File: src/rtl/cpu_irq_pkg.sv
// Shared constants for the fabric-to-CPU interrupt controller.
// Optional input synchroniser: define CPU_IRQ_SYNC_EN.
package cpu_irq_pkg;

    localparam logic MODE_LEVEL = 1'b0;
    localparam logic MODE_EDGE  = 1'b1;
    localparam logic POL_HIGH   = 1'b0;
    localparam logic POL_LOW    = 1'b1;

    localparam int unsigned CFG_MODE_OFS    = 0;
    localparam int unsigned CFG_POL_OFS     = 1;
    localparam int unsigned CFG_BITS_PER_CH = 2;

endpackage

File: src/rtl/cpu_irq_channel.sv
// One interrupt channel: optional input sync, edge history, pending latch and overflow flag.
// Macro CPU_IRQ_SYNC_EN adds a 2-flop synchroniser on the raw request.
module cpu_irq_channel
    import cpu_irq_pkg::*;
(
    input  logic clk,
    input  logic rst_n,
    input  logic cfg_en,
    input  logic mode,
    input  logic pol,
    input  logic irq,
    input  logic ack,
    output logic pend,
    output logic ovf
);

    logic irq_s;
    logic n;
    logic rise;
    logic hist_q, hist_d;
    logic pend_q, pend_d;
    logic ovf_q, ovf_d;
    logic mode_q, mode_d;

`ifdef CPU_IRQ_SYNC_EN
    logic [1:0] sync_q, sync_d;

    always_comb begin
        sync_d = {sync_q[0], irq};
    end

    always_ff @(posedge clk or negedge rst_n) begin
        if (!rst_n) begin
            sync_q <= 2'b00;
        end else begin
            sync_q <= sync_d;
        end
    end

    assign irq_s = sync_q[1];
`else
    assign irq_s = irq;
`endif

    // Normalise polarity so everything downstream is active-high / rising.
    always_comb begin
        n      = (pol == POL_LOW) ? ~irq_s : irq_s;
        rise   = n & ~hist_q;
        hist_d = n;
        mode_d = mode;
        pend_d = pend_q;
        ovf_d  = ovf_q;
        if (!cfg_en || (mode != mode_q)) begin
            pend_d = 1'b0;
            ovf_d  = 1'b0;
        end else if (mode == MODE_LEVEL) begin
            pend_d = n;
            ovf_d  = 1'b0;
        end else if (mode == MODE_EDGE) begin
            // A new event wins over a coincident ACK so it is never dropped.
            if (rise) begin
                pend_d = 1'b1;
                if (pend_q && !ack) begin
                    ovf_d = 1'b1;
                end
            end else if (pend_q && ack) begin
                pend_d = 1'b0;
                ovf_d  = 1'b0;
            end
        end
    end

    always_ff @(posedge clk or negedge rst_n) begin
        if (!rst_n) begin
            hist_q <= 1'b0;
            pend_q <= 1'b0;
            ovf_q  <= 1'b0;
            mode_q <= MODE_LEVEL;
        end else begin
            hist_q <= hist_d;
            pend_q <= pend_d;
            ovf_q  <= ovf_d;
            mode_q <= mode_d;
        end
    end

    assign pend = pend_q;
    assign ovf  = ovf_q;

endmodule

File: src/rtl/cpu_irq_ctrl.sv
// Fabric-to-CPU interrupt controller: configured gate plus NUM_IRQ channels.
// Macro CPU_IRQ_SYNC_EN enables per-channel input synchronisers.
module cpu_irq_ctrl
    import cpu_irq_pkg::*;
#(
    parameter int unsigned NUM_IRQ      = 4,
    parameter int unsigned NoConfigBits = 8
) (
    input  logic                    UserCLK,
    input  logic                    rst_n,
    input  logic [NUM_IRQ-1:0]      IRQ,
    input  logic [NUM_IRQ-1:0]      IRQ_ACK_top,
    input  logic                    CONFIGURED_top,
    output logic [NUM_IRQ-1:0]      IRQ_top,
    output logic [NUM_IRQ-1:0]      IRQ_OVF_top,
    input  logic [NoConfigBits-1:0] ConfigBits
);

    logic               cfg_q, cfg_d;
    logic [NUM_IRQ-1:0] pend;
    logic [NUM_IRQ-1:0] ovf;

    always_comb begin
        cfg_d = CONFIGURED_top;
    end

    always_ff @(posedge UserCLK or negedge rst_n) begin
        if (!rst_n) begin
            cfg_q <= 1'b0;
        end else begin
            cfg_q <= cfg_d;
        end
    end

    for (genvar i = 0; i < NUM_IRQ; i++) begin : g_ch
        cpu_irq_channel u_ch (
            .clk    (UserCLK),
            .rst_n  (rst_n),
            .cfg_en (cfg_q),
            .mode   (ConfigBits[CFG_BITS_PER_CH*i + CFG_MODE_OFS]),
            .pol    (ConfigBits[CFG_BITS_PER_CH*i + CFG_POL_OFS]),
            .irq    (IRQ[i]),
            .ack    (IRQ_ACK_top[i]),
            .pend   (pend[i]),
            .ovf    (ovf[i])
        );
    end

    // Overflow flags drop as soon as the fabric leaves the configured state.
    assign IRQ_top     = pend;
    assign IRQ_OVF_top = ovf & {NUM_IRQ{cfg_q}};

endmodule
File: config.mk
export PLATFORM = sky130hd
export DESIGN_NAME = cpu_irq_ctrl
export DESIGN_NICKNAME = d
export VERILOG_FILES = /design/src/rtl/cpu_irq_pkg.sv /design/src/rtl/cpu_irq_channel.sv /design/src/rtl/cpu_irq_ctrl.sv
export SDC_FILE = /design/constraint.sdc
export NUM_CORES = 1
export LEC_CHECK = 0
export BUFFER_PORTS_ARGS = -buffer_cell sky130_fd_sc_hd__buf_2
export CAP_MARGIN = 20
export CORE_ASPECT_RATIO = 0.9
export CORE_MARGIN = 10
export CORE_UTILIZATION = 47
export CTS_CLUSTER_SIZE = 20
export DETAILED_ROUTE_END_ITERATION = 16
export GPL_TIMING_DRIVEN = 0
export PLACE_DENSITY_LB_ADDON = 0.12
export SYNTH_ARGS = -nofsm -noshare
export SYNTH_HDL_FRONTEND = slang
export SYNTH_HIERARCHICAL = 1
export SYNTH_SLANG_ARGS = --single-unit
File: constraint.sdc
create_clock -name UserCLK -period 1.3 [get_ports UserCLK]
set_input_delay 0.195 -clock UserCLK [delete_from_list [all_inputs] [get_ports UserCLK]]
set_output_delay 0.195 -clock UserCLK [all_outputs]
set_load 0.03 [all_outputs]
==> impl_results.md <==
* # Max-Cap Violations at 0
* Largest net degree at the start of global routing at 18
* PD cells at 965.1 nW/um2
* # fillers at 131
* Syn nets at 84
* Fin nets at 120
* RD Place Congestion at 0.7518
* #FFs+latches synth at 17
* Clk_lat worst skew at 0.29 ns
* Starting Density at 51.61%
* Peak supply drop at 840.4 uV
* IO Port Bufs at 26
* Min-Delay Startpoint: ConfigBits[2]
* DR DRC count at 0
* Final wirelength at 1860 um
* Crit Path Max Fanout at 7
* YS warnings at 6
* Yosys top cell by area: dfrtp_1
* Num Clock Sinks at 17
* P&R area growth vs syn at 33.81%
* DR vias at 643
* FF-to-FF path depth at 4
* First-pass iteration count of the detailed router at 4
* Crit. End Element: output pin
* Critical Path Start: cfg_q
* Period minus WS final at 1.256 ns
* Critical R2R Capture: g_ch[3].u_ch/pend
* HPWL Detailed at 1370 um
* Setup violations, final at 0
* Core Region at 1513 um2
* Final Instance Area at 1045 um2
* Final Hold Fails at 0
* Synthesized instance count at 65
* Seq/Total Area, Yosys at 54.49%
* FP Rows at 13
* Synth unique cells at 13
* Worst-Margin Slew at 0.3774 ns
* Max Clock Skew at 0.006578 ns
* Vias per cell at 5.270
* R2R Path Start: cfg_q
* Critical Path, Cell by Cell: and2_4 > buf_6
* Post-synth top area share at 54.49%
* Critical path class: reg -> out
* Total gr overflow at 0
* Slew Viols, Final at 0
* Critical Path AT at 1.06 ns
* Share of post-route cells with drive strength above 1 at 46.00%
* Initial antenna violation count at 0
* First-pass GRT wire length at 3353 um
* Startpoint Class: flop
* Worst min-delay path class: in -> reg
* Inserted Clock Buffers at 3
* CTS H-tree lvls at 1
* Die footprint at 3694 um2
* Setup TNS at 0 ns
* Leak at 0.4962 nW
* Routed len/inst at 15.25 um
* Top Ports at 27
* Vias in the first global route at 748
* Critical Path Sink: IRQ_OVF_top[3]
* Final Power at 0.001008 W
* GRT Util Overall at 11.00%
* Critical Path RT at 1.11 ns
* Slew HR at 74.84%
* Die Ht at 58.67 um
* Cell area after placement at 938.4 um2
* CTS root buf: clkbuf_4
* Outcome: finished, final reports clean
* Slowest-stage cell, CP: dfrtp_2
* Antenna fix cells at 0
* Die W at 62.96 um
* Max Freq at 0.7962 GHz
* Cell area after synthesis at 780.7 um2
* R2R Setup Slk at 0.20 ns
* Worst stage delay on the critical path at 0.47 ns
* Routed Antenna Nets at 0
* Final design utilization at 69.07%
* RSZ-0062 raised after global routing: yes
* DRC marker count from the first detailed-route iteration at 21
* Mean Syn Cell Area at 12.01 um2
* Ranking of synthesized cells by area: dfrtp_1 54%, xor2_2 8.3%, a32o_1 5.1%
* CTS tree: built
* Longest Clk Path Bufs at 2
* Crit share post-route at 96.61%
* Worst-path clk slew at 0.10 ns
==> registers in the layout, summed over array words and instances (netlist names) <==
name	flops
cfg_q	1
g_ch.u_ch/hist_q	4
g_ch.u_ch/ovf	4
g_ch.u_ch/pend	4
g_ch.u_ch/mode_q	4
==> area by class of cell <==
cell class | count | area [um2] | area share (%)
multi-input cells | 44 | 350.3 | 33.53
well taps | 22 | 27.53 | 2.635
clock buffers | 3 | 22.52 | 2.156
clock inverters | 1 | 5.005 | 0.4790
flip-flops and latches | 17 | 426.7 | 40.84
inverters | 4 | 15.01 | 1.437
repair buffers | 31 | 197.7 | 18.92
==> worst min-delay path by stage <==
stage | end | cells after the start | slack, ns
after floorplan | cfg_q | 0 | -0.10
after global placement | g_ch[1].u_ch/hist_q | 1 | 0.14
after detailed placement | g_ch[1].u_ch/hist_q | 1 | 0.14
after CTS | g_ch[1].u_ch/mode_q | 1 | 0.04
after global routing | g_ch[1].u_ch/mode_q | 1 | 0.04
final | g_ch[1].u_ch/mode_q | 1 | 0.05
==> cells by family (layout without fill, tap and decap cells) <==
group                  count (synthesis)  in the layout  share of synthesized area (%)
AO/OA/AOI/OAI                         20             20                          20.51
XOR/XNOR                               4              4                          8.333
buffers and inverters                  4             39                          1.923
flip-flops                            17             17                          54.49
AND/OR/NAND/NOR                       20             20                          14.74
==> Yosys cell counts <==
master and count:
and2_1 4, nand4_1 4, nand3_1 4, a21boi_1 4, o21ai_0 4, o2bb2ai_1 4
inv_1 4, a32o_1 4, a31o_2 4, xor2_2 4, nor2_1 4, nand3b_1 4
dfrtp_1 17
==> per-layer routing <==
layer / global-route usage, % / vias up / wire (um)
met5: 0 / - / 0
li1: - / 314 / -
met4: 2.548 / 0 / 12
met2: 20.41 / 18 / 959
met1: 10.75 / 309 / 761
met3: 5.671 / 2 / 127
==> worst max-delay path: cells and delay by family (launching register included) <==
kind | cells | cell delay [ns]
AND/OR/NAND/NOR | 1 | 0.16
buffers and inverters | 1 | 0.13
flip-flops | 1 | 0.47
==> timing repair <==
action	4_1_cts	5_1_grt
gates resized for setup	3	13
endpoints found under the hold margin	18	0
endpoints found under the setup margin	4	4
pin swaps	0	1
hold buffers	2	0
buffers inserted	3	0
==> layout by cell type, fill, tap and decap left out <==
cell / n
and2_4: 4
a31o_2: 4
nand3_1: 4
dlygate4sd3_1: 2
clkinv_2: 1
o2bb2ai_1: 4
a32o_1: 4
nand3b_1: 4
a21boi_1: 4
buf_2: 22
xor2_2: 4
buf_4: 3
o21ai_0: 4
clkbuf_4: 3
nand4_1: 4
nor2_1: 4
dfrtp_2: 1
buf_6: 4
dfrtp_1: 16
inv_1: 4
==> where the power goes <==
part	switching, W	total (W)	internal [W]
Sequential	0.0000204	0.000576	0.000556
Combinational	0.0000843	0.000150	0.0000660
Clock	0.000167	0.000282	0.000115
==> metrics by stage <==
step,std cells,setup slack [ns],hold slack [ns]
CTS,122,0.006869,0.04059
detailed placement,113,0.1156,0.1399
global placement,113,0.1243,0.1409
finish,122,0.04409,0.05384
global route,122,-0.0008691,0.03877
floorplan,65,0.2465,-0.1006
Power figures use the tool's default switching activity.
